<file path="src/rtl/fb_fill_master_if.sv">
`default_nettype none
// ============================================================================
// Module      : fb_fill_master_if
// Description : Bus bundle for the frame-buffer fill master. Carries the CSR
//               slave port (s1_*) and the Avalon-MM write master port (m1_*).
//               modport master : view of the fill engine itself
//               modport slave  : view of the surrounding system (CPU side
//                                drives s1_*, memory side answers m1_*)
// Revision    : 1.0 - initial release
// ============================================================================
interface fb_fill_master_if;
  logic [7:0]  s1_address;
  logic [31:0] s1_writedata;
  logic        s1_write;
  logic [31:0] s1_readdata;
  logic        s1_waitrequest;
  logic [31:0] m1_address;
  logic [31:0] m1_writedata;
  logic        m1_write;
  logic        m1_waitrequest;
  logic        m1_read;

  modport master (
    input  s1_address, s1_writedata, s1_write, m1_waitrequest,
    output s1_readdata, s1_waitrequest, m1_address, m1_writedata, m1_write, m1_read
  );

  modport slave (
    output s1_address, s1_writedata, s1_write, m1_waitrequest,
    input  s1_readdata, s1_waitrequest, m1_address, m1_writedata, m1_write, m1_read
  );
endinterface
`default_nettype wire

</file>
<file path="src/rtl/fb_fill_master.sv">
`default_nettype none
// ============================================================================
// Module      : fb_fill_master
// Description : Fills a WIDTH x HEIGHT rectangle of 32-bit words in memory with
//               a constant colour, one Avalon-MM write per cycle when the slave
//               does not stall. Rows are STRIDE bytes apart starting at BASE.
// Ports       : clock  - sole clock, rising edge
//               reset  - asynchronous, active-high
//               bus    - s1_* CSR slave (word index 0x00..0x05) and
//                        m1_* write-only Avalon-MM master
//               irq    - done & irq_en
// Revision    : 1.0 - initial release
// ============================================================================
module fb_fill_master #(
  parameter logic [31:0] DEFAULT_BUFFER = 32'h0800_0000,
  parameter logic [31:0] DEFAULT_STRIDE = 32'd1024
) (
  input  wire logic           clock,
  input  wire logic           reset,
  fb_fill_master_if.master    bus,
  output logic                irq
);

  localparam logic [7:0] CSR_BASE   = 8'h00;
  localparam logic [7:0] CSR_STRIDE = 8'h01;
  localparam logic [7:0] CSR_WIDTH  = 8'h02;
  localparam logic [7:0] CSR_HEIGHT = 8'h03;
  localparam logic [7:0] CSR_COLOR  = 8'h04;
  localparam logic [7:0] CSR_CTRL   = 8'h05;

  typedef enum logic [0:0] {
    IDLE = 1'b0,
    RUN  = 1'b1
  } state_t;

  state_t      state;
  logic [31:0] base;
  logic [31:0] stride;
  logic [15:0] width;
  logic [15:0] height;
  logic [31:0] color;
  logic        irq_en;
  logic        done;
  logic [15:0] col;
  logic [15:0] row;
  logic [31:0] row_addr;
  logic [31:0] wr_addr;
  logic        wr_req;

  logic        busy;
  logic        ctrl_wr;
  logic        start_idle;
  logic        dims_ok;
  logic        accept;
  logic        last_col;
  logic        last_row;
  logic        finish;
  logic [31:0] next_row_addr;

  assign busy          = (state == RUN);
  assign ctrl_wr       = bus.s1_write && (bus.s1_address == CSR_CTRL);
  // Start is only honoured from IDLE; in RUN the bit is simply dropped.
  assign start_idle    = ctrl_wr && bus.s1_writedata[0] && !busy;
  assign dims_ok       = (width != 16'd0) && (height != 16'd0);
  assign accept        = wr_req && !bus.m1_waitrequest;
  assign last_col      = (col == width - 16'd1);
  assign last_row      = (row == height - 16'd1);
  assign finish        = busy && accept && last_col && last_row;
  assign next_row_addr = row_addr + stride;

  always_ff @(posedge clock or posedge reset) begin
    if (reset) begin
      state    <= IDLE;
      base     <= DEFAULT_BUFFER;
      stride   <= DEFAULT_STRIDE;
      width    <= 16'd0;
      height   <= 16'd0;
      color    <= 32'd0;
      irq_en   <= 1'b0;
      done     <= 1'b0;
      col      <= 16'd0;
      row      <= 16'd0;
      row_addr <= 32'd0;
      wr_addr  <= 32'd0;
      wr_req   <= 1'b0;
    end else begin
      // Geometry/colour registers are frozen during a fill so the engine
      // never sees a half-updated rectangle.
      if (bus.s1_write && !busy) begin
        case (bus.s1_address)
          CSR_BASE:   base   <= bus.s1_writedata;
          CSR_STRIDE: stride <= bus.s1_writedata;
          CSR_WIDTH:  width  <= bus.s1_writedata[15:0];
          CSR_HEIGHT: height <= bus.s1_writedata[15:0];
          CSR_COLOR:  color  <= bus.s1_writedata;
          default:    ;
        endcase
      end
      if (ctrl_wr) begin
        irq_en <= bus.s1_writedata[1];
      end

      // Setting done wins over a clear landing on the same edge, so a
      // completion is never lost.
      if (finish || (start_idle && !dims_ok)) begin
        done <= 1'b1;
      end else if ((ctrl_wr && bus.s1_writedata[2]) || start_idle) begin
        done <= 1'b0;
      end

      case (state)
        IDLE: begin
          if (start_idle && dims_ok) begin
            state    <= RUN;
            col      <= 16'd0;
            row      <= 16'd0;
            row_addr <= base;
            wr_addr  <= base;
            wr_req   <= 1'b1;
          end
        end
        RUN: begin
          // wr_addr tracks row_addr + 4*col incrementally; address, data and
          // request only move on an accepted beat, so a stall holds them.
          if (accept) begin
            if (!last_col) begin
              col     <= col + 16'd1;
              wr_addr <= wr_addr + 32'd4;
            end else if (!last_row) begin
              col      <= 16'd0;
              row      <= row + 16'd1;
              row_addr <= next_row_addr;
              wr_addr  <= next_row_addr;
            end else begin
              state  <= IDLE;
              wr_req <= 1'b0;
            end
          end
        end
        default: begin
          state  <= IDLE;
          wr_req <= 1'b0;
        end
      endcase
    end
  end

  always_comb begin
    bus.s1_readdata = 32'd0;
    case (bus.s1_address)
      CSR_BASE:   bus.s1_readdata = base;
      CSR_STRIDE: bus.s1_readdata = stride;
      CSR_WIDTH:  bus.s1_readdata = {16'd0, width};
      CSR_HEIGHT: bus.s1_readdata = {16'd0, height};
      CSR_COLOR:  bus.s1_readdata = color;
      CSR_CTRL:   bus.s1_readdata = {29'd0, done, irq_en, busy};
      default:    bus.s1_readdata = 32'd0;
    endcase
  end

  assign bus.s1_waitrequest = 1'b0;
  assign bus.m1_read        = 1'b0;
  assign bus.m1_address     = wr_addr;
  assign bus.m1_writedata   = color;
  assign bus.m1_write       = wr_req;
  assign irq                = done & irq_en;

endmodule
`default_nettype wire
</file>
<file path="src/flat_wrapper.sv">
// flat-port wrapper written by rule: the top's interface ports become plain ports
module fb_fill_master_flat 
#(
  parameter logic [31:0] DEFAULT_BUFFER = 32'h0800_0000,
  parameter logic [31:0] DEFAULT_STRIDE = 32'd1024
)
  (clock, reset, irq, bus_s1_address, bus_s1_writedata, bus_s1_write, bus_m1_waitrequest, bus_s1_readdata, bus_s1_waitrequest, bus_m1_address, bus_m1_writedata, bus_m1_write, bus_m1_read);
  fb_fill_master_if bus_i ();
  input  wire logic clock;
  input  wire logic reset;
  output logic irq;
  input wire logic [$bits(bus_i.s1_address)-1:0] bus_s1_address;
  input wire logic [$bits(bus_i.s1_writedata)-1:0] bus_s1_writedata;
  input wire logic [$bits(bus_i.s1_write)-1:0] bus_s1_write;
  input wire logic [$bits(bus_i.m1_waitrequest)-1:0] bus_m1_waitrequest;
  output wire logic [$bits(bus_i.s1_readdata)-1:0] bus_s1_readdata;
  output wire logic [$bits(bus_i.s1_waitrequest)-1:0] bus_s1_waitrequest;
  output wire logic [$bits(bus_i.m1_address)-1:0] bus_m1_address;
  output wire logic [$bits(bus_i.m1_writedata)-1:0] bus_m1_writedata;
  output wire logic [$bits(bus_i.m1_write)-1:0] bus_m1_write;
  output wire logic [$bits(bus_i.m1_read)-1:0] bus_m1_read;
  assign bus_i.s1_address = bus_s1_address;
  assign bus_i.s1_writedata = bus_s1_writedata;
  assign bus_i.s1_write = bus_s1_write;
  assign bus_i.m1_waitrequest = bus_m1_waitrequest;
  assign bus_s1_readdata = bus_i.s1_readdata;
  assign bus_s1_waitrequest = bus_i.s1_waitrequest;
  assign bus_m1_address = bus_i.m1_address;
  assign bus_m1_writedata = bus_i.m1_writedata;
  assign bus_m1_write = bus_i.m1_write;
  assign bus_m1_read = bus_i.m1_read;
  fb_fill_master #(.DEFAULT_BUFFER(DEFAULT_BUFFER), .DEFAULT_STRIDE(DEFAULT_STRIDE)) u_core (.clock(clock), .reset(reset), .bus(bus_i), .irq(irq));
endmodule
</file>
<file path="config.mk">
export PLATFORM = sky130hd
export DESIGN_NAME = fb_fill_master_flat
export DESIGN_NICKNAME = d
export VERILOG_FILES = /design/src/rtl/fb_fill_master_if.sv /design/src/rtl/fb_fill_master.sv /design/src/flat_wrapper.sv
export SDC_FILE = /design/constraint.sdc
export NUM_CORES = 1
export LEC_CHECK = 0
export CAP_MARGIN = 10
export CORE_MARGIN = 4
export CORE_UTILIZATION = 35
export CTS_CLUSTER_DIAMETER = 150
export DETAILED_ROUTE_END_ITERATION = 12
export DONT_BUFFER_PORTS = 1
export PLACE_DENSITY = 0.46
export SLEW_MARGIN = 5
export SYNTH_ARGS = -nofsm -noshare
export SYNTH_HDL_FRONTEND = slang
export SYNTH_SLANG_ARGS = --single-unit
</file>
<file path="constraint.sdc">
create_clock -name clock -period 10.3 [get_ports clock]
set_input_delay 2.06 -clock clock [delete_from_list [all_inputs] [get_ports clock]]
set_output_delay 2.06 -clock clock [all_outputs]
set_load 0.01 [all_outputs]
</file>
==> results of run 1 <==
stage by stage:
step	power, mW	cell area [µm²]	setup slack, ns	hold slack (ns)	cells
detailed placement	1.200	14610	4.466	0.4904	1973
floorplan	1.136	14190	1.995	0.4549	1524
global route	2.415	15680	4.337	0.5215	2025
global placement	1.198	14610	4.553	0.4799	1973
CTS	2.353	15680	4.460	0.5057	2025
finish	2.325	15680	4.455	0.5039	2025
routing by layer:
layer | routed length [µm] | global-route usage (%) | share of wire [%]
met2 | 20530 | 31.48 | 42
met5 | 0 | 0 | 0
met3 | 2862 | 4.200 | 5.9
met4 | 1212 | 5.221 | 2.5
met1 | 24180 | 32.76 | 50
worst max-delay path, cell delays in order:
cell and delay, ns:
nor3_1 0.32, nand2_1 0.14, or2_2 0.50, nor2b_1 0.18
buf_4 0.27, a22oi_1 0.15, nand2_1 0.15
final timing paths:
check	from	to	slack, ns	cells after the start
min in group asynchronous	reset	u_core.bus.m1_address[20]$_DFFE_PP0P_	1.45	1
max in group asynchronous	reset	u_core.row[14]$_DFFE_PP0P_	6.81	3
setup / recovery	bus_s1_address[4]	bus_s1_readdata[2]	4.46	7
hold reg to reg	u_core.row_addr[9]$_DFFE_PP0P_	u_core.row_addr[9]$_DFFE_PP0P_	0.50	1
setup reg to reg	u_core.height[2]$_DFFE_PP0P_	u_core.col[3]$_DFFE_PP0P_	5.75	11
hold / removal	u_core.row_addr[9]$_DFFE_PP0P_	u_core.row_addr[9]$_DFFE_PP0P_	0.50	1
cell type report:
cell class	count	share of cell area [%]
Multi-Input combinational cell	1180	51.22
Sequential cell	228	36.41
Clock buffer	35	4.956
Tap cell	525	4.190
Clock inverter	17	1.851
Timing Repair Buffer	15	0.7182
Inverter	25	0.6464
power by group through the flow:
stage          sequential [mW]  combinational [mW]  clock [mW]
2_1_floorplan            0.977               0.158           0
3_3_place_gp              1.01               0.191           0
3_5_place_dp              1.01               0.192           0
4_1_cts                  0.992               0.193        1.17
5_1_grt                  0.997               0.215        1.20
6_report                 0.992               0.193        1.14
layout by cell type, fill, tap and decap left out, drive strengths merged, types with 10 or more instances in the layout:
cell type  instances
clkbuf            35
a211oi            13
and2              17
nor4              11
o31ai             10
a21o              16
a21oi            105
nor3              30
inv               26
nor2             162
nand2            131
and3              20
buf               15
mux2i             51
o21a              14
a21boi            11
mux2             125
ha                36
dfrtp            226
nand4             23
a31oi             17
or3               26
o21ai             83
nand3             47
xnor2             52
xor2              49
nor2b             14
registers in the layout, indices dropped and copies added (netlist names):
name                     cells
u_core.base                 32
u_core.bus.m1_address       32
u_core.bus.m1_writedata     32
u_core.row_addr             32
u_core.stride               32
u_core.col                  16
u_core.height               16
u_core.row                  16
u_core.width                16
u_core.bus.m1_write          1
u_core.busy                  1
u_core.done                  1
u_core.irq_en                1
cell families (layout without fill, tap and decap cells):
logic type	count (synthesis)	after routing	synth area share [%]
simple gates	524	524	18.04
other cells	1	2	0.02643
compound gates	340	340	15.14
mux	176	176	13.52
flops	228	228	40.24
buf+inv	116	92	3.484
fa+ha+maj	37	37	3.316
xor+xnor	101	101	6.236
==> flow_summary.json, run 1 <==
{
  "die_y_um": 209.3,
  "yosysTopAreaCellShare_pct": 39.87,
  "numClockSinks": 228,
  "hold_violations": 0,
  "yosysTopAreaCell": "dfrtp_1",
  "coreArea_mm2": 0.03991,
  "async_flop_share_pct": 100.0,
  "antenna_found_initial": 0,
  "portBuffers": 0,
  "grt_pass1_wl_um": 73550,
  "hold_buffers": 0,
  "synth-seq-area-share_pct": 40.24,
  "power_density_mw_per_mm2": 148.3,
  "ys_ff_latch": 228,
  "first_pass_iters": 7,
  "h-tree-depth": 1,
  "ys_types": 80,
  "p_leak_nw": 7.115,
  "path_clk_slew_ns": 0.06,
  "grt_overflow": 0,
  "fin_util_pct": 39.28,
  "vias": 11601,
  "end_kind": "output port",
  "clock.fmax_mhz": 171.1,
  "grt_max_degree": 112,
  "register_area_mm2": 0.005709,
  "fillers": 4005,
  "nets": 1559,
  "clockBufferDepth": 3,
  "synth_area_leaders": "dfrtp_1 40%, mux2_2 9.8%, nor2_1 4.3%",
  "initial_utilization_pct": 35.54,
  "synthFlopType": "dfrtp_1",
  "postRouteWirelength_um": 48790,
  "worst-path-max-fanout": 17,
  "yosysWarningCount": 0,
  "die_area_mm2": 0.04382,
  "period_needed_ns": 5.845,
  "gp_congestion": 0.8584,
  "cts_tree": "done",
  "route.detailed.drc": 0,
  "dpl.hpwl_um": 35860,
  "area_delta_synth_final_pct": 10.52,
  "outcome": "finished clean",
  "cap_violations": 0,
  "crit_arrival_ns": 3.78,
  "vdd_drop_max_uv": 182.7,
  "io_pins": 144,
  "p_switching_mw": 0.6033,
  "synth.cells.most_frequent": "226 x dfrtp_1, 162 x nor2_1, 130 x nand2_1",
  "post-cts-setup-buffers": 0,
  "worst_pin_slew_ns": 1.157,
  "drt_iter0_markers": 938,
  "required_ns": 8.24,
  "clock_power_share_pct": 49.0,
  "critPathKind": "in -> out",
  "synth_area_mm2": 0.01419,
  "p_sw_share_pct": 25.95,
  "cts_resized": 0,
  "cts_root_buf": "clkbuf_16",
  "setup_viol": 0,
  "clock_skew_ns": 0.01829,
  "setup_tns_ns": 0,
  "first_global_vias": 11216,
  "power_frac_seq_pct": 42.7,
  "ant_nets": 0,
  "synth_edf_count": 0,
  "die_w_um": 209.3,
  "drive_gt1_share_pct": 14.47,
  "antennaDiodeCount": 0,
  "clk_latency_ns": 0.58,
  "combPwrFrac_pct": 8.3,
  "wl_per_cell_um": 24.09,
  "yosysMostFrequentCell": "dfrtp_1",
  "multi_input_area_mm2": 0.008031,
  "finalCritPeriodShare_pct": 56.74,
  "vias_per_cell": 5.729,
  "rows": 73,
  "synthCells": 1523,
  "cts_buffers": 28,
  "p_int_mw": 1.722,
  "rsz0062_at_grt": "false",
  "relSlewSlack_pct": 22.90,
  "grt_usage_pct": 21.53,
  "hp-class": "reg -> reg",
  "cp-start-kind": "primary input",
  "postSynthAreaPerCell_um2": 9.315,
  "slew_violations": 0
}
Note: power is estimated with default switching activity, not from simulation.
==> run 2, diff against run 1 <==
--- a/config.mk
+++ b/config.mk
@@ -11,7 +11,7 @@
 export CTS_CLUSTER_DIAMETER = 150
 export DETAILED_ROUTE_END_ITERATION = 12
 export DONT_BUFFER_PORTS = 1
-export PLACE_DENSITY = 0.46
+export PLACE_DENSITY = 0.48
 export SLEW_MARGIN = 5
 export SYNTH_ARGS = -nofsm -noshare
 export SYNTH_HDL_FRONTEND = slang
==> constraint.sdc (replaced) <==
create_clock -name clock -period 5.15 [get_ports clock]
set_input_delay 1.03 -clock clock [delete_from_list [all_inputs] [get_ports clock]]
set_output_delay 1.03 -clock clock [all_outputs]
set_load 0.01 [all_outputs]
==> run 2 against run 1 <==
  * Wire length fell by 1.4%
  * Critical path depth rose by 4
  * Critical endpoint is now u_core.bus.m1_address[29]$_DFFE_PP0P_
  * Worst hold slack got worse by 0.067 ns
  * Clock-buffer cell count rose by 1
  * Total power rose by 97%
  * First-iteration DRC count fell by 9.8%
==> flow_summary.json, run 2 (synthesized netlist as in run 1, its figures left out) <==
{
  "clk_latency_ns": 0.56,
  "crit_arrival_ns": 4.63,
  "initial_utilization_pct": 35.54,
  "required_ns": 5.59,
  "dpl.hpwl_um": 35890,
  "route.detailed.drc": 0,
  "cts_tree": "done",
  "fin_util_pct": 39.36,
  "setup_viol": 0,
  "cap_violations": 0,
  "first_pass_iters": 5,
  "power_density_mw_per_mm2": 291.7,
  "grt_overflow": 0,
  "crit_end": "u_core.bus.m1_address[29]$_DFFE_PP0P_",
  "outcome": "finished clean",
  "r2r_slack_ns": 0.96,
  "vias_per_cell": 5.691,
  "die_w_um": 209.3,
  "final_common_cell": "dfrtp_1",
  "final-instance-count-excl-fill": 2031,
  "antennaDiodeCount": 0,
  "cts_buffers": 29,
  "crit_path_frequent_cell": "or4b_1",
  "slowest_delay_ns": 0.61,
  "register_area_mm2": 0.005709,
  "rsz0062_at_grt": "false",
  "vdd_drop_max_uv": 348.9,
  "relSlewSlack_pct": 16.42,
  "worst-path-max-fanout": 16,
  "area_delta_synth_final_pct": 10.75,
  "die_area_mm2": 0.04382,
  "slew_violations": 0,
  "io_pins": 144,
  "clockBufferDepth": 3,
  "worst_pin_slew_ns": 1.254,
  "fillers": 3978,
  "cts_root_buf": "clkbuf_16",
  "reg2reg_from": "u_core.height[0]$_DFFE_PP0P_",
  "r2r-end": "u_core.bus.m1_address[29]$_DFFE_PP0P_",
  "die_y_um": 209.3,
  "end_kind": "flop",
  "fin_ws_ns": 0.9634,
  "grt_max_degree": 164,
  "hp-class": "in -> async",
  "fin_area_mm2": 0.01571,
  "fin_hold_ws_ns": 0.4370,
  "setup_tns_ns": 0,
  "cts_resized": 0,
  "rows": 73,
  "startpoint": "u_core.height[0]$_DFFE_PP0P_",
  "worst-r2r-cell-count": 11,
  "gp_congestion": 0.8760,
  "drt_iter0_markers": 846,
  "cp-start-kind": "flop",
  "grt_pass1_wl_um": 73780,
  "h-tree-depth": 1,
  "path_clk_slew_ns": 0.06,
  "nets": 1565,
  "antenna_found_initial": 0,
  "coreArea_mm2": 0.03991,
  "clock.fmax_mhz": 238.9,
  "hold_violations": 0,
  "ant_nets": 0,
  "first_global_vias": 11365,
  "mostFrequentLayoutCells": "225 x dfrtp_1, 162 x nor2_1, 129 x nand2_1",
  "portBuffers": 0,
  "hold_buffers": 0,
  "numClockSinks": 228,
  "postRouteWirelength_um": 48110,
  "post-cts-setup-buffers": 0,
  "power_mw": 4.583,
  "drive_gt1_share_pct": 14.74,
  "multi_input_area_mm2": 0.008031,
  "place_area_mm2": 0.01465,
  "slowest_stage": "or4b_1",
  "post-place-ws_ns": 0.7812,
  "crit_chain": "inv_1, ha_1, or4b_1, or3_1, nor3_1, a31oi_1, nor4_2, or4b_1, o21a_1, buf_8, mux2_1",
  "vias": 11559,
  "period_needed_ns": 4.187,
  "critPathKind": "reg -> reg",
  "finalCritPeriodShare_pct": 81.29,
  "post-place-cells": 1977,
  "grt_usage_pct": 21.50,
  "wl_per_cell_um": 23.69,
  "clock_skew_ns": 0.01568,
  "p_leak_nw": 7.135
}
## run 2: how the worst min path moves through the flow
| stage | slack (ns) | start | cells past startpoint | to |
|---|---|---|---|---|
| floorplan | 0.45 | u_core.row_addr[12]$_DFFE_PP0P_ | 2 | u_core.row_addr[12]$_DFFE_PP0P_ |
| finish | 0.44 | reset | 2 | u_core.bus.m1_address[8]$_DFFE_PP0P_ |
| global placement | 0.47 | u_core.row_addr[2]$_DFFE_PP0P_ | 2 | u_core.row_addr[2]$_DFFE_PP0P_ |
| CTS | 0.50 | u_core.row_addr[2]$_DFFE_PP0P_ | 2 | u_core.row_addr[2]$_DFFE_PP0P_ |
| global route | 0.52 | u_core.row_addr[2]$_DFFE_PP0P_ | 2 | u_core.row_addr[2]$_DFFE_PP0P_ |
| detailed placement | 0.48 | u_core.row_addr[12]$_DFFE_PP0P_ | 2 | u_core.row_addr[12]$_DFFE_PP0P_ |
## run 2: metal layers
metal / track usage [%] / share of wire, % / vias to the layer above
met2: 32.77 / 44 / 312
met3: 5.202 / 6.8 / 49
met4: 4.275 / 1.9 / 0
li1: - / - / 5412
met1: 31.35 / 47 / 5786
met5: 0 / 0 / -
## run 2: critical path, delay by kind of cell, from the launching register on
kind,cells,cell delay [ns]
simple gates,5,2.21
buf+inv,2,0.38
fa+ha+maj,1,0.18
compound gates,2,0.56
flops,1,0.43
mux,1,0.31
## run 2: report_power, final
| part | total (mW) | switching (mW) | internal, mW | leakage (nW) |
|---|---|---|---|---|
| sequential | 1.98 | 0.112 | 1.86 | 3.09 |
| combinational | 0.383 | 0.226 | 0.157 | 3.54 |
| clock | 2.22 | 0.833 | 1.39 | 0.507 |
## run 2: final cells by class
| class | count | share of cell area [%] |
|---|---|---|
| clock inverter | 17 | 1.617 |
| clock buffer | 36 | 5.041 |
| multi-input combinational | 1180 | 51.12 |
| inverter | 25 | 0.6212 |
| sequential | 228 | 36.34 |
| timing repair buffer | 20 | 1.083 |
| tap | 525 | 4.181 |
